===== src/rtl/vga_timing_gen.sv =====
// Raster timing generator: parametrised porches/sync/polarity, pixel-clock prescaler, event pulses.
// Latency: all outputs registered; x/y/decode/pulses update in the clk where pix_en is high.
// Backpressure: none; en=0 freezes prescaler, counters and decode, and forces strobes low.
// Optional frame counter output frame_cnt enabled by defining VGA_FRAME_CNT_EN.
module vga_timing_gen #(
    parameter int H_ACTIVE = 640,
    parameter int H_FP     = 16,
    parameter int H_SYNC   = 96,
    parameter int H_BP     = 48,
    parameter int V_ACTIVE = 480,
    parameter int V_FP     = 10,
    parameter int V_SYNC   = 2,
    parameter int V_BP     = 33,
    parameter int CLK_DIV  = 2,
    parameter bit HS_POL   = 1'b0,
    parameter bit VS_POL   = 1'b0,
    parameter int CW       = 10
) (
    input  logic          clk,
    input  logic          reset,
    input  logic          en,
    output logic          pix_en,
    output logic [CW-1:0] x,
    output logic [CW-1:0] y,
    output logic          hs,
    output logic          vs,
    output logic          blank,
    output logic          line_start,
    output logic          frame_start,
    output logic          vblank_start
`ifdef VGA_FRAME_CNT_EN
    ,
    output logic [15:0]   frame_cnt
`endif
);

    localparam int H_TOTAL = H_ACTIVE + H_FP + H_SYNC + H_BP;
    localparam int V_TOTAL = V_ACTIVE + V_FP + V_SYNC + V_BP;
    localparam int PW      = (CLK_DIV > 1) ? $clog2(CLK_DIV) : 1;

    localparam logic [PW-1:0] PRESC_LAST = PW'(CLK_DIV - 1);
    localparam logic [CW-1:0] H_LAST     = CW'(H_TOTAL - 1);
    localparam logic [CW-1:0] V_LAST     = CW'(V_TOTAL - 1);
    localparam logic [CW-1:0] H_ACT      = CW'(H_ACTIVE);
    localparam logic [CW-1:0] V_ACT      = CW'(V_ACTIVE);
    localparam logic [CW-1:0] HS_BEG     = CW'(H_ACTIVE + H_FP);
    localparam logic [CW-1:0] HS_END     = CW'(H_ACTIVE + H_FP + H_SYNC);
    localparam logic [CW-1:0] VS_BEG     = CW'(V_ACTIVE + V_FP);
    localparam logic [CW-1:0] VS_END     = CW'(V_ACTIVE + V_FP + V_SYNC);

    logic [PW-1:0] presc;
    logic          tick;
    logic [CW-1:0] x_next;
    logic [CW-1:0] y_next;

    // Next raster position, computed once so decode and pulses align with the counters
    always_comb begin
        tick   = en && (presc == PRESC_LAST);
        x_next = (x == H_LAST) ? '0 : x + CW'(1);
        y_next = y;
        if (x == H_LAST) begin
            y_next = (y == V_LAST) ? '0 : y + CW'(1);
        end
    end

    // Prescaler, counters, registered decode and event strobes
    always_ff @(posedge clk) begin
        if (reset) begin
            presc        <= '0;
            x            <= '0;
            y            <= '0;
            pix_en       <= 1'b0;
            blank        <= 1'b0;
            hs           <= ~HS_POL;
            vs           <= ~VS_POL;
            line_start   <= 1'b0;
            frame_start  <= 1'b0;
            vblank_start <= 1'b0;
`ifdef VGA_FRAME_CNT_EN
            frame_cnt    <= 16'd0;
`endif
        end else begin
            pix_en       <= tick;
            line_start   <= tick && (x_next == '0);
            frame_start  <= tick && (x_next == '0) && (y_next == '0);
            vblank_start <= tick && (x_next == '0) && (y_next == V_ACT);
            if (en) begin
                presc <= tick ? '0 : presc + PW'(1);
            end
            if (tick) begin
                x     <= x_next;
                y     <= y_next;
                blank <= (x_next >= H_ACT) || (y_next >= V_ACT);
                hs    <= ((x_next >= HS_BEG) && (x_next < HS_END)) ? HS_POL : ~HS_POL;
                vs    <= ((y_next >= VS_BEG) && (y_next < VS_END)) ? VS_POL : ~VS_POL;
`ifdef VGA_FRAME_CNT_EN
                if ((x_next == '0) && (y_next == '0)) begin
                    frame_cnt <= frame_cnt + 16'd1;
                end
`endif
            end
        end
    end

endmodule


===== config.mk =====
export PLATFORM = sky130hd
export DESIGN_NAME = vga_timing_gen
export DESIGN_NICKNAME = d
export VERILOG_FILES = /design/src/rtl/vga_timing_gen.sv
export SDC_FILE = /design/constraint.sdc
export NUM_CORES = 1
export LEC_CHECK = 0
export CORE_MARGIN = 8
export CORE_UTILIZATION = 48
export DETAILED_ROUTE_END_ITERATION = 7
export PLACE_DENSITY = 0.88
export SLEW_MARGIN = 20
export SYNTH_ARGS = -nofsm -noshare
export SYNTH_HDL_FRONTEND = slang
export SYNTH_SLANG_ARGS = --single-unit

===== constraint.sdc =====
create_clock -name clk -period 2.33 [get_ports clk]
set_clock_uncertainty 0.05 [all_clocks]
set_input_delay 0.5825 -clock clk [delete_from_list [all_inputs] [get_ports clk]]
set_output_delay 0.5825 -clock clk [all_outputs]
set_load 0.005 [all_outputs]

==> flow_results.org <==
** Status
- The flow ran to the end, and the final reports show no timing, DRC or antenna violations.

** STA
- The count of final hold-check violations came to 0.
- Setup repair after global routing could not meet its margin everywhere.
- Setup ws final :: 0.0189 ns
- Headroom to the max-slew limit came out at 68.2%.
- Tmin final :: 2.31 ns
- The count of final max-slew check failures was 0.
- Worst-margin pin slew :: 0.473 ns
- Finish-stage setup viols :: 0
- Setup tns final :: 0 ns
- Fmax :: 433 MHz
- Final critical-path share of the clock period :: 99.2%

** Placement
- I/O Buffers :: 29
- Cells after DPL :: 315
- Global placement routability congestion :: 0.929
- Placed wire-length estimate after detailed placement :: 3580 um
- At the placement stage, the worst setup path has a slack of -0.0533 ns.

** Clock tree
- Clock Latency Late Sink :: 0.29 ns
- Clock tree synthesis inserted a total of 3 buffers.
- Maximum level of the CTS H-tree :: 1
- Clock-pin slew was measured on the worst setup and hold paths at 0.10 ns.
- Clk sink count :: 28
- In this run, post-CTS hold repair placed 0 buffers.
- Clock tree synthesis selected as its root buffer the cell clkbuf_8.
- TritonCTS built the clock tree.
- Buffer depth of the longest clock path :: 2

** Global routing
- Maximum number of pins on one net before global-route repair :: 27
- Global-route wire length before repair :: 8320 um
- The via count of the first global-routing pass is 1,781.
- The initial antenna violation count was 0.
- Total grt overflow :: 0
- Across every metal layer, demand over resource in global routing totals 16.5%.

** Route
- Number of DRC markers after the initial detailed-route iteration :: 208
- After detailed routing, the average wire length per cell comes to 16.7 um.
- Max layer used :: met4
- Once detail routing completed, the nets flagged for antenna violations numbered 0.
- Routed wire length :: 5420 um
- In the routed design, unresolved DRC markers number 0.
- In the routed layout, each cell is associated on average with a via count of 6.03.
- Wire length on met1 :: 2260 um
- For this run, the detailed router's first-pass iteration total came to 5.
- Summed over all nets, wire length on met2 after detailed routing comes to 2500 um.
- The routed layout has 1,959 vias.
- Met3 routed WL :: 478 um

** Power and ir drop
- Comb power frac :: 11.8%
- Peak ir drop on the vdd network :: 182 uV
- In this run the power density over the cells is 376 nW/um2.
- The clock network burns 34.2% of the power.
- In this run the power spent charging and discharging nets is 0.233 mW.
- Internal power :: 0.691 mW
- Leakage power figure :: 0.885 nW
- Sequential cells burn 54.1% of the power.
- Total power draw :: 0.924 mW
- Switching power as a share of total power :: 25.2%

** Synthesis
- Sorting the synthesized cells by area gives the leading types as dfxtp_1 30%, nor2_1 5.9%, xnor2_1 4.3%.
- Of the post-synthesis cell area, the dominant cell type holds 30.5%.
- Warning count from the yosys run :: 0
- Synth area leader :: dfxtp_1
- The share of the Yosys chip area taken by registers is 30.5%.
- Async SR Flop Fraction :: 0%
- After synthesis the cells add up to 1840 um2.
- Synthesis handed over a netlist of 229 instances.
- Yosys mapped a number of flops with a built-in enable equal to 0.
- Yosys reg bits :: 28
- Leading register cell type out of synthesis :: dfxtp_1
- The netlist uses 57 different library cells.
- In this run the mean area of a mapped cell was 8.03 um2.
- Syn nets :: 236

** Final layout
- Core utilization of the finished layout :: 67.1%
- The area growth from synthesis to layout is 33.5%.
- Final #Nets :: 285
- Cell Count, Final, Fillers Out :: 325
- Number of diodes added for antenna fixing :: 0
- Share of final-layout standard cells stronger than drive strength 1 :: 21.7%

** Die
- The die covers 6070 um2.
- Effective utilization at floorplan :: 50.2%
- The die is 77.9 um wide.
- The die is 77.9 um tall.
- The core region is 3660 um2.
- Floorplan row count :: 22
- Pin placement for this block handled 30 I/O pins.

** Critical path
- Arr. time, crit path :: 2.43 ns
- Critical setup path kind :: reg2reg
- Data required time of the critical path :: 2.44 ns
- STA classifies the critical path startpoint as a register.
- The worst setup path is captured at a register.
- Critical-path maximum fanout :: 6

** Hold path
- The path class of the tightest hold or removal check is reg2reg.

** Job
- Maximum Capacitance Violations :: 0
==> cell usage in the layout (no fill, tap or decap), drive strengths merged, types with 2 or more instances in the layout <==
cell type / n
xnor2: 9
a21oi: 14
a41oi: 2
nor2: 29
buf: 33
o41a: 2
or3b: 2
o21a: 2
nand2: 19
nor4: 4
or3: 6
inv: 6
nand4: 5
nor3: 12
a41o: 2
xor2: 8
dfxtp: 28
ha: 4
clkdlybuf4s50: 29
a311oi: 2
and3: 2
nand3: 13
or4: 2
nand3b: 2
clkbuf: 4
o21ai: 11
a211oi: 7
==> registers in the layout (all words and copies together) (netlist names) <==
signal and count:
pix_en 1, y 10, x 10, vblank_start 1
line_start 1, hs 1, presc 1, blank 1
frame_start 1, vs 1
==> Yosys cell counts, drive strengths merged (2+ instances only) <==
cell type,instances
ha,4
nand4,5
or4,2
nand3b,2
and3,2
a311oi,2
or3,6
a21oi,14
nand2,19
nor2,29
nor4,4
a41o,2
nand3,13
o41a,2
o21ai,11
xnor2,9
buf,6
or3b,2
o21a,2
clkbuf,12
nor3,12
a211oi,7
xor2,8
dfxtp,28
inv,6
a41oi,2
==> power groups by stage <==
stage | Sequential (mW) | Clock, mW | Combinational, mW
finish | 0.500 | 0.316 | 0.109
detailed placement | 0.509 | 0 | 0.105
global placement | 0.508 | 0 | 0.103
global route | 0.502 | 0.338 | 0.118
CTS | 0.498 | 0.316 | 0.105
floorplan | 0.510 | 0 | 0.0581
==> worst max-delay path, stage by stage (launching register included) <==
cell and delay (ns):
dfxtp_2 0.33, or3b_4 0.43, nor4_1 0.47, nor2_1 0.06, or4_1 0.53, nand3_1 0.19, a311oi_1 0.12
==> worst paths after layout <==
path,to,slack [ns],startpoint,depth (start not counted)
setup / recovery,blank,0.02,x[6],6
hold / removal,blank,0.47,blank,2
setup reg to reg,blank,0.02,x[6],6
hold reg to reg,blank,0.47,blank,2
==> layout make-up <==
cell class                      count  area (um2)
Sequential cell                    28         567
Tap cell                           48        60.1
Inverter                            6        22.5
Fill cell                         299        1200
Multi-Input combinational cell    177        1200
Timing Repair Buffer               62         549
Clock buffer                        4        55.1
==> per-layer routing <==
metal / global-route usage (%) / vias to the layer above
met5: 0 / -
met4: 8.33 / 0
met3: 4.61 / 15
met2: 25.6 / 99
met1: 20.4 / 918
li1: - / 927
==> per-stage QoR <==
stage,cell area (um2),hold slack [ns]
floorplan,1860,0.430
global placement,2290,0.445
detailed placement,2290,0.454
CTS,2350,0.468
global route,2460,0.492
finish,2460,0.465
==> kinds of logic after synthesis <==
group	count (synthesis)	synth area share (%)
adders and majority gates	5	3.27
DFF	28	30.5
xor gates and xnor gates	17	8.10
and+or+nand+nor	101	29.0
buffers and inverters	24	7.55
muxes	2	1.16
AOI/OAI and AO/OA	52	20.4
==> timing repair <==
item | CTS | global route
endpoints found under the hold margin | 0 | 0
endpoints found under the setup margin | 0 | 6
buffers inserted | 0 | 6
gates resized for setup | 0 | 16
Power figures use the tool's default switching activity.
